### src/rtl/rv_lsu_if.sv
// Data-bus bundle between the load/store unit (master) and memory (slave).
// The request side is held stable until ack, error or timeout.
interface rv_lsu_if #(
    parameter int unsigned XLEN = 32
);
    logic              req;
    logic              we;
    logic [XLEN-1:0]   addr;
    logic [XLEN/8-1:0] sel;
    logic [XLEN-1:0]   wdata;
    logic              ack;
    logic              err;
    logic [XLEN-1:0]   rdata;

    modport master (
        output req, we, addr, sel, wdata,
        input  ack, err, rdata
    );

    modport slave (
        input  req, we, addr, sel, wdata,
        output ack, err, rdata
    );
endinterface

### src/rtl/rv_lsu.sv
// Handshaked memory stage: one instruction in flight, aligned req/ack bus access,
// sign/zero-extended loads, misaligned/bus-error/timeout exceptions, 1-cycle pass-through.
module rv_lsu #(
    parameter int unsigned XLEN    = 32,
    parameter int unsigned TIMEOUT = 255
) (
    input  logic            i_clk,
    input  logic            i_reset_n,
    input  logic            i_valid,
    output logic            o_ready,
    input  logic            i_flush,
    input  logic [XLEN-1:0] i_addr,
    input  logic [XLEN-1:0] i_wdata,
    input  logic [2:0]      i_funct3,
    input  logic            i_mem_read,
    input  logic            i_mem_write,
    input  logic [4:0]      i_rd,
    input  logic            i_reg_write,
    rv_lsu_if.master        io_bus,
    output logic            o_valid,
    output logic [4:0]      o_rd,
    output logic            o_reg_write,
    output logic [XLEN-1:0] o_rdata,
    output logic            o_exc,
    output logic [1:0]      o_exc_cause
);
    localparam int unsigned NumBytes = XLEN / 8;
    localparam int unsigned OffW     = $clog2(NumBytes);
    localparam int unsigned CntW     = (TIMEOUT > 1) ? $clog2(TIMEOUT) : 1;

    typedef enum logic [1:0] {StIdle, StBus, StResp} state_e;

    state_e                r_state, w_state_next;
    logic                  w_accept, w_is_mem, w_misal, w_tmo, w_fail;
    logic [OffW-1:0]       w_off;
    logic [2:0]            w_bmask;
    logic [7:0]            w_lanes;
    logic [NumBytes-1:0]   w_sel;
    logic [XLEN-1:0]       w_wdata, w_shifted, w_load;

    logic                  r_pt_valid, r_kill, r_is_load, r_uns;
    logic [1:0]            r_size;
    logic [OffW-1:0]       r_off;
    logic [CntW-1:0]       r_cnt;
    logic [4:0]            r_rd;
    logic                  r_reg_write, r_exc;
    logic [1:0]            r_cause;
    logic [XLEN-1:0]       r_rdata;
    logic                  r_bus_we;
    logic [XLEN-1:0]       r_bus_addr, r_bus_wdata;
    logic [NumBytes-1:0]   r_bus_sel;

    // Access decode for the instruction being offered.
    always_comb begin
        w_is_mem = i_mem_read | i_mem_write;
        w_off    = i_addr[OffW-1:0];
        w_misal  = 1'b0;
        w_bmask  = 3'd0;
        w_lanes  = 8'h01;
        unique case (i_funct3[1:0])
            2'b00: begin w_bmask = 3'd0; w_lanes = 8'h01; w_misal = 1'b0; end
            2'b01: begin w_bmask = 3'd1; w_lanes = 8'h03; w_misal = i_addr[0]; end
            2'b10: begin w_bmask = 3'd3; w_lanes = 8'h0F; w_misal = |i_addr[1:0]; end
            default: begin
                w_bmask = 3'd7;
                w_lanes = 8'hFF;
                w_misal = (XLEN == 32) ? 1'b1 : |i_addr[2:0];
            end
        endcase
        if (i_mem_write && i_funct3[2]) w_misal = 1'b1;
        w_sel   = NumBytes'(w_lanes) << w_off;
        w_wdata = '0;
        for (int j = 0; j < NumBytes; j++) begin
            w_wdata[8*j +: 8] = i_wdata[8*(j & int'(w_bmask)) +: 8];
        end
    end

    // Load extraction from the captured offset/size of the in-flight access.
    always_comb begin
        w_shifted = io_bus.rdata >> {r_off, 3'b000};
        unique case (r_size)
            2'b00:   w_load = r_uns ? XLEN'(w_shifted[7:0])  : XLEN'($signed(w_shifted[7:0]));
            2'b01:   w_load = r_uns ? XLEN'(w_shifted[15:0]) : XLEN'($signed(w_shifted[15:0]));
            2'b10:   w_load = r_uns ? XLEN'(w_shifted[31:0]) : XLEN'($signed(w_shifted[31:0]));
            default: w_load = w_shifted;
        endcase
    end

    always_ff @(posedge i_clk) begin
        if (!i_reset_n) r_state <= StIdle;
        else            r_state <= w_state_next;
    end

    always_comb begin
        o_ready  = (r_state != StBus);
        o_valid  = r_pt_valid | ((r_state == StResp) & ~r_kill);
        w_accept = i_valid & o_ready & ~i_flush;
        // Counter holds completed wait cycles, so the request lasts exactly TIMEOUT cycles.
        w_tmo    = (TIMEOUT != 0) && (r_cnt == CntW'(TIMEOUT - 1));
        w_fail   = io_bus.err | w_tmo;
        w_state_next = r_state;
        unique case (r_state)
            StIdle, StResp: begin
                w_state_next = (w_accept & w_is_mem & ~w_misal) ? StBus : StIdle;
            end
            StBus: begin
                if (io_bus.ack | w_fail) w_state_next = StResp;
            end
            default: w_state_next = StIdle;
        endcase
    end

    always_ff @(posedge i_clk) begin
        if (!i_reset_n) begin
            r_pt_valid  <= 1'b0;
            r_kill      <= 1'b0;
            r_is_load   <= 1'b0;
            r_uns       <= 1'b0;
            r_size      <= 2'b00;
            r_off       <= '0;
            r_cnt       <= '0;
            r_rd        <= 5'd0;
            r_reg_write <= 1'b0;
            r_exc       <= 1'b0;
            r_cause     <= 2'b00;
            r_rdata     <= '0;
            r_bus_we    <= 1'b0;
            r_bus_addr  <= '0;
            r_bus_wdata <= '0;
            r_bus_sel   <= '0;
        end else begin
            r_pt_valid <= w_accept & ~(w_is_mem & ~w_misal);
            if (w_accept) begin
                r_rd        <= i_rd;
                r_rdata     <= i_addr;
                r_exc       <= w_is_mem & w_misal;
                r_cause     <= (w_is_mem & w_misal) ? (i_mem_write ? 2'b10 : 2'b01) : 2'b00;
                r_reg_write <= i_reg_write & ~i_mem_write & ~(w_is_mem & w_misal);
                r_is_load   <= i_mem_read & ~i_mem_write;
                r_uns       <= i_funct3[2];
                r_size      <= i_funct3[1:0];
                r_off       <= w_off;
                if (w_is_mem & ~w_misal) begin
                    r_bus_we    <= i_mem_write;
                    r_bus_addr  <= {i_addr[XLEN-1:OffW], OffW'(0)};
                    r_bus_sel   <= w_sel;
                    r_bus_wdata <= w_wdata;
                end
            end
            if (r_state == StBus) begin
                r_cnt  <= r_cnt + CntW'(1);
                r_kill <= r_kill | i_flush;
                if (w_fail) begin
                    r_exc       <= 1'b1;
                    r_cause     <= 2'b11;
                    r_reg_write <= 1'b0;
                end else if (io_bus.ack && r_is_load) begin
                    r_rdata <= w_load;
                end
            end else begin
                r_cnt <= '0;
            end
            if (r_state == StResp) r_kill <= 1'b0;
        end
    end

    assign io_bus.req   = (r_state == StBus);
    assign io_bus.we    = r_bus_we;
    assign io_bus.addr  = r_bus_addr;
    assign io_bus.sel   = r_bus_sel;
    assign io_bus.wdata = r_bus_wdata;

    assign o_rd        = r_rd;
    assign o_reg_write = r_reg_write;
    assign o_rdata     = r_rdata;
    assign o_exc       = r_exc;
    assign o_exc_cause = r_cause;
endmodule

### src/flat_wrapper.sv
// flat-port wrapper written by rule: the top's interface ports become plain ports
module rv_lsu_flat 
#(
    parameter int unsigned XLEN    = 32,
    parameter int unsigned TIMEOUT = 255
)
  (i_clk, i_reset_n, i_valid, o_ready, i_flush, i_addr, i_wdata, i_funct3, i_mem_read, i_mem_write, i_rd, i_reg_write, o_valid, o_rd, o_reg_write, o_rdata, o_exc, o_exc_cause, io_bus_req, io_bus_we, io_bus_addr, io_bus_sel, io_bus_wdata, io_bus_ack, io_bus_err, io_bus_rdata);
  rv_lsu_if #(.XLEN(XLEN)) io_bus_i ();
  input  logic i_clk;
  input  logic i_reset_n;
  input  logic i_valid;
  output logic o_ready;
  input  logic i_flush;
  input  logic [XLEN-1:0] i_addr;
  input  logic [XLEN-1:0] i_wdata;
  input  logic [2:0] i_funct3;
  input  logic i_mem_read;
  input  logic i_mem_write;
  input  logic [4:0] i_rd;
  input  logic i_reg_write;
  output logic o_valid;
  output logic [4:0] o_rd;
  output logic o_reg_write;
  output logic [XLEN-1:0] o_rdata;
  output logic o_exc;
  output logic [1:0] o_exc_cause;
  output wire logic [$bits(io_bus_i.req)-1:0] io_bus_req;
  output wire logic [$bits(io_bus_i.we)-1:0] io_bus_we;
  output wire logic [$bits(io_bus_i.addr)-1:0] io_bus_addr;
  output wire logic [$bits(io_bus_i.sel)-1:0] io_bus_sel;
  output wire logic [$bits(io_bus_i.wdata)-1:0] io_bus_wdata;
  input wire logic [$bits(io_bus_i.ack)-1:0] io_bus_ack;
  input wire logic [$bits(io_bus_i.err)-1:0] io_bus_err;
  input wire logic [$bits(io_bus_i.rdata)-1:0] io_bus_rdata;
  assign io_bus_req = io_bus_i.req;
  assign io_bus_we = io_bus_i.we;
  assign io_bus_addr = io_bus_i.addr;
  assign io_bus_sel = io_bus_i.sel;
  assign io_bus_wdata = io_bus_i.wdata;
  assign io_bus_i.ack = io_bus_ack;
  assign io_bus_i.err = io_bus_err;
  assign io_bus_i.rdata = io_bus_rdata;
  rv_lsu #(.XLEN(XLEN), .TIMEOUT(TIMEOUT)) u_core (.i_clk(i_clk), .i_reset_n(i_reset_n), .i_valid(i_valid), .o_ready(o_ready), .i_flush(i_flush), .i_addr(i_addr), .i_wdata(i_wdata), .i_funct3(i_funct3), .i_mem_read(i_mem_read), .i_mem_write(i_mem_write), .i_rd(i_rd), .i_reg_write(i_reg_write), .io_bus(io_bus_i), .o_valid(o_valid), .o_rd(o_rd), .o_reg_write(o_reg_write), .o_rdata(o_rdata), .o_exc(o_exc), .o_exc_cause(o_exc_cause));
endmodule
### config.mk
export PLATFORM = sky130hd
export DESIGN_NAME = rv_lsu_flat
export DESIGN_NICKNAME = d
export VERILOG_FILES = /design/src/rtl/rv_lsu_if.sv /design/src/rtl/rv_lsu.sv /design/src/flat_wrapper.sv
export SDC_FILE = /design/constraint.sdc
export NUM_CORES = 1
export LEC_CHECK = 0
export CAP_MARGIN = 20
export CORE_MARGIN = 4
export CORE_UTILIZATION = 48
export CTS_CLUSTER_DIAMETER = 100
export DETAILED_ROUTE_END_ITERATION = 6
export MAX_ROUTING_LAYER = met4
export PLACE_DENSITY_LB_ADDON = 0.2
export SYNTH_ARGS = -nofsm -noshare
export SYNTH_HDL_FRONTEND = slang
export SYNTH_SLANG_ARGS = --single-unit
### constraint.sdc
create_clock -name i_clk -period 5 [get_ports i_clk]
set_input_delay 1 -clock i_clk [delete_from_list [all_inputs] [get_ports i_clk]]
set_output_delay 1 -clock i_clk [all_outputs]
set_load 0.02 [all_outputs]
==> run metrics, run 1 <==
Clock Latency Late Sink=0.41 ns; hold crit path type=flop to flop; post-route ant nets=0; worst-path cell chain=nand2b_1 -> inv_1 -> buf_4 -> clkdlybuf4s50_1; RD Place Congestion=0.871; placed instance area=8300 um2; Finished Cell Area=8870 um2; Worst setup SP type=flop; post-synthesis cell type count=47; dominant cell type by area after synthesis=dfxtp_1; CTS root buf=clkbuf_16; die area=14,600 um2; nets=1,023; Placeable Area=12,200 um2; floorplan row count=40; Tot Pwr=2.66 mW; GRT Total Usage=0.280; Seq/Total Area, Yosys=0.413; port buffer count=223; Filler Cells Inserted=977; Wirelength per Cell=18.8 um; Min-Delay Endpoint=u_core.io_bus.sel[1]; Syn Inst Count=726; hold path depth=2; FFs w/ async S/R, synth=0; cell depth of the worst flop-to-flop path=7; VDD IR-drop max=226 uV; Final Cycle Share=0.697; n_diodes=0; # IOs=226; Clk pwr share=0.438; RR Endpoint=u_core.o_rdata[1]; Final setup viols=0; initial drt markers=703; Residual DRC=0; MaxCap Viol Count=0; sw frac=0.251; Combinational Power Share=0.162; Ys Warns=0; area grow syn2layout=45.4%; Yosys top cell area share=0.413; # hold bufs at CTS=0; Layout Utilization=0.726; # Post-CTS Setup Buffers=0; antenna violations before repair=0; largest cells by area after synthesis=dfxtp_1 (41%), mux2i_1 (11%), nand2_1 (8.5%); status=finished, final reports clean; global-route wire length before repair=31,700 um; Chip Height=121 um; flop2flop setup slack=2.22 ns; Net Sw Power=0.667 mW; Num CTS Buffers=17; Yosys reg bits=126; Chip Width=121 um; largest net degree at the start of global routing=79; CP max-delay cell=clkdlybuf4s50_1; routed wire length=20,500 um; total number of H-tree levels=4; setup total negative slack=0 ns; dpl hpwl=14,600 um; CP max FO=21; layout cell share with drive strength beyond 1=0.0545; cell-internal power=1.99 mW; CP Class=flop to primary output; Pre-antenna DRT Iters=5; Lkg Pwr=3.43 nW; Initial Util=0.500; DP Worst Slack=1.32 ns; Slew headroom=0.323; Max Fclk=287 MHz; Final WS setup=1.52 ns; clock buffer depth=2; min-delay src=u_core.io_bus.sel[1]; total grt overflow=0; Main synth FF type=dfxtp_1; total number of vias=6,320; CTS Sinks=126; Pins Over Slew Limit=0; R2R Path Start=u_core.r_state[1]; syn_area_per_cell=8.41 um2; Worst Path Required=4.00 ns; cell area power density=300 nW/um2; DR vias/cell=5.82; synthesized area=6100 um2; CP peak stage delay=0.66 ns; final hold violation count=0; CTS tree=done; clock-pin slew of the registers on the worst-case setup and hold paths=0.05 ns; Post-synth EDFFs=0; minimum clock period after layout=3.48 ns; Commonest cells post-synth=nand2_1 (138), dfxtp_1 (126), mux2i_1 (69); top-count cell post-synth=nand2_1; Worst-Margin Slew=1.02 ns; sequential power share=0.399; crit end category=primary output; RSZ-0062 raised after global routing=false; Worst EP arrival=2.48 ns; vias in the first global route=6,109; post-CTS sizing=0; clk_skew=0.00605 ns
## final cells by class
class                      count  area [um2]  share of cell area
timing repair buffer         233        2320               0.261
multi-input combinational    526        3250               0.366
sequential                   126        2520               0.284
inverter                       4        15.0             0.00169
tap                          168         210              0.0237
clock inverter                 7        90.1              0.0102
clock buffer                  22         464              0.0523
## power groups by stage
stage / logic [mW] / clock network [mW] / registers (mW)
6_report: 0.432 / 1.17 / 1.06
3_5_place_dp: 0.424 / 0 / 1.08
3_3_place_gp: 0.416 / 0 / 1.08
2_1_floorplan: 0.181 / 0 / 1.12
5_1_grt: 0.459 / 1.23 / 1.07
4_1_cts: 0.427 / 1.18 / 1.06
## cells by family (layout without fill, tap and decap cells)
logic type                 Yosys count  after routing  synth area share
DFF                                126            126             0.413
buffers and inverters               75            266            0.0570
AOI/OAI and AO/OA                  155            155             0.177
other                                1              2          0.000615
xor gates and xnor gates             6              6           0.00861
adders and majority gates            2              2           0.00410
muxes                               73             73             0.121
and+or+nand+nor                    288            288             0.219
## through the flow
stage | hold WS, ns | instances
final | 0.459 | 1086
after floorplan | 0.437 | 727
after CTS | 0.460 | 1085
after detailed placement | 0.447 | 1056
after global routing | 0.481 | 1086
after global placement | 0.444 | 1056
## per-layer routing
layer  share of wire  GRT usage
met1            0.42      0.347
met2            0.49      0.455
met3           0.071     0.0617
met4           0.027     0.0956
met5               0          -
## worst max-delay path by stage
stage | from | to | slack (ns) | cells past startpoint
final | u_core.r_state[0] | io_bus_req | 1.52 | 4
after global placement | i_funct3[0] | u_core.io_bus.we | 1.47 | 5
after global routing | u_core.r_state[0] | io_bus_req | 1.35 | 4
after floorplan | i_funct3[0] | u_core.io_bus.addr[10] | 2.66 | 7
after detailed placement | i_funct3[0] | u_core.io_bus.wdata[3] | 1.32 | 6
after CTS | u_core.r_state[0] | io_bus_req | 1.53 | 4
## state kept, by name (all words and copies together) (netlist names), 4 cells and up
signal / flops
u_core.r_cnt: 8
u_core.io_bus.wdata: 32
u_core.io_bus.addr: 30
u_core.io_bus.sel: 4
u_core.o_rd: 5
u_core.o_rdata: 32
## critical path, delay by kind of cell (launching register included)
kind,cells,cell delay [ns]
buf+inv,3,1.23
flops,1,0.41
simple gates,1,0.43
## cell usage in the layout (no fill, tap or decap), drive strengths merged, types with 3 or more instances in the layout
cell / instances
xor2: 5
a221oi: 8
mux2: 4
buf: 11
clkinv: 5
nand3: 54
nand2: 138
nand2b: 5
a21oi: 23
clkdlybuf4s50: 222
o211a: 17
dfxtp: 126
nand4: 35
a31oi: 3
and3: 3
nor3: 7
o311a: 16
mux2i: 69
nor2b: 4
clkbuf: 22
o21ai: 63
and2: 8
nor2: 30
a311oi: 8
o2bb2ai: 7
(Power assumes the default switching activity.)
==> run 2: changes to the inputs <==
--- a/config.mk
+++ b/config.mk
@@ -7,7 +7,7 @@
 export LEC_CHECK = 0
 export CAP_MARGIN = 20
 export CORE_MARGIN = 4
-export CORE_UTILIZATION = 48
+export CORE_UTILIZATION = 41
 export CTS_CLUSTER_DIAMETER = 100
 export DETAILED_ROUTE_END_ITERATION = 6
 export MAX_ROUTING_LAYER = met4
==> constraint.sdc (replaced) <==
create_clock -name i_clk -period 2.99 [get_ports i_clk]
set_input_delay 0.598 -clock i_clk [delete_from_list [all_inputs] [get_ports i_clk]]
set_output_delay 0.598 -clock i_clk [all_outputs]
set_load 0.02 [all_outputs]
==> run metrics, run 2 (synthesized netlist as in run 1, its figures left out) <==
hold slack=0.457 ns (was 0.459 ns); final hold violation count=0 (unchanged); # Post-CTS Setup Buffers=0 (unchanged); Chip Width=130 um (was 121 um); global-route wire length before repair=31,500 um (was 31,700 um); setup total negative slack=0 ns (unchanged); dpl hpwl=15,600 um (was 14,600 um); Worst setup SP type=flop (unchanged); layout cell share with drive strength beyond 1=0.0709 (was 0.0545); DR vias/cell=5.67 (was 5.82); CTS tree=done (unchanged); Pins Over Slew Limit=0 (unchanged); port buffer count=223 (unchanged); Tot Pwr=4.79 mW (was 2.66 mW); routed wire length=21,000 um (was 20,500 um); most frequent cells in the layout=clkdlybuf4s50_1 (222), nand2_1 (138), dfxtp_1 (126), mux2i_1 (69), o21ai_0 (62) (unchanged); Final setup viols=0 (unchanged); placed instance area=8440 um2 (was 8300 um2); total number of vias=6,317 (was 6,320); CP Class=flop to primary output (unchanged); antenna violations before repair=0 (unchanged); non-filler instance count after layout=1,115 (was 1,086); GRT Total Usage=0.247 (was 0.280); Pre-antenna DRT Iters=5 (unchanged); post-CTS sizing=0 (unchanged); clock-pin slew of the registers on the worst-case setup and hold paths=0.06 ns (was 0.05 ns); Initial Util=0.420 (was 0.500); initial drt markers=555 (was 703); Finished Cell Area=9090 um2 (was 8870 um2); placed insts=1,083 (was 1,056); cell area power density=527 nW/um2 (was 300 nW/um2); Wirelength per Cell=18.8 um (about the same); clock buffer depth=2 (unchanged); status=finished, final reports clean (unchanged); Residual DRC=0 (unchanged); CTS root buf=clkbuf_16 (unchanged); n_diodes=0 (unchanged); total grt overflow=0 (unchanged); Placeable Area=14,500 um2 (was 12,200 um2); die area=16,900 um2 (was 14,600 um2); Worst-Margin Slew=0.708 ns (was 1.02 ns); minimum clock period after layout=2.40 ns; RSZ-0062 raised after global routing=false (unchanged); total number of H-tree levels=4 (unchanged); # IOs=226 (unchanged); crit end category=primary output (unchanged); Lkg Pwr=3.53 nW (was 3.43 nW); Clock Latency Late Sink=0.41 ns (about the same); post-route ant nets=0 (unchanged); clk_skew=0.00525 ns (was 0.00605 ns); vias in the first global route=6,007 (was 6,109); Num CTS Buffers=17 (unchanged); Chip Height=130 um (was 121 um); VDD IR-drop max=326 uV (was 226 uV); largest net degree at the start of global routing=72 (was 79); floorplan row count=44 (was 40); MaxCap Viol Count=0 (unchanged); Max Fclk=416 MHz; Final Cycle Share=0.803; CP max FO=18 (was 21); RD Place Congestion=0.903 (was 0.871); nets=1,033 (was 1,023); area grow syn2layout=48.9% (was 45.4%); Worst EP arrival=1.80 ns (was 2.48 ns); flop2flop setup slack=0.89 ns (was 2.22 ns); CTS Sinks=126 (unchanged); most common cell after layout, fill and taps aside=clkdlybuf4s50_1 (unchanged); Worst Path Required=2.39 ns (was 4.00 ns); # hold bufs at CTS=0 (unchanged); hold crit path type=flop to flop (unchanged); Slew headroom=0.526 (was 0.323)
-- run 2: changes by cell type in the layout (fill, tap and decap cells not counted), sizes merged --
cell,before,now
clkinv,5,6
clkbuf,22,18
clkinvlp,2,3
bufinv,2,5
buf,11,21
inv,2,4
-- run 2: report_power, final --
group	total [mW]	switching [mW]	internal, mW
clock network	2.28	0.773	1.50
registers	1.77	0.0356	1.74
logic	0.737	0.386	0.351
-- run 2: worst max-delay path: stages (launching register included) --
cell             delay [ns]
dfxtp_1                0.35
nand2b_1               0.16
buf_4                  0.24
clkdlybuf4s50_1        0.64
-- run 2: worst paths after layout --
kind / depth (start not counted) / startpoint / to
setup / recovery: 3 / u_core.r_state[1] / o_ready
hold / removal: 2 / u_core.io_bus.sel[0] / u_core.io_bus.sel[0]
setup reg to reg: 6 / u_core.r_cnt[0] / u_core.o_rdata[30]
hold reg to reg: 2 / u_core.io_bus.sel[0] / u_core.io_bus.sel[0]
-- run 2: layout make-up --
class                      count  area, um2
clock inverter                14        214
fill                        1240       5450
sequential                   126       2520
inverter                       4       15.0
timing repair buffer         243       2420
multi-input combinational    526       3250
tap                          184        230
clock buffer                  18        439
-- run 2: stage by stage --
step	utilization	setup slack, ns
5_1_grt	0.625	0.472
2_1_floorplan	-	1.05
6_report	0.625	0.588
3_5_place_dp	0.580	0.279
3_3_place_gp	0.580	0.402
4_1_cts	0.625	0.569
-- run 2: per-layer routing --
metal	vias to the layer above	global-route usage	share of wire	wire, um
met5	-	-	0	0
met4	0	0.109	0.035	732
met3	54	0.0499	0.070	1470
met2	273	0.378	0.47	9780
met1	2994	0.316	0.43	9020
li1	2996	-	-	-
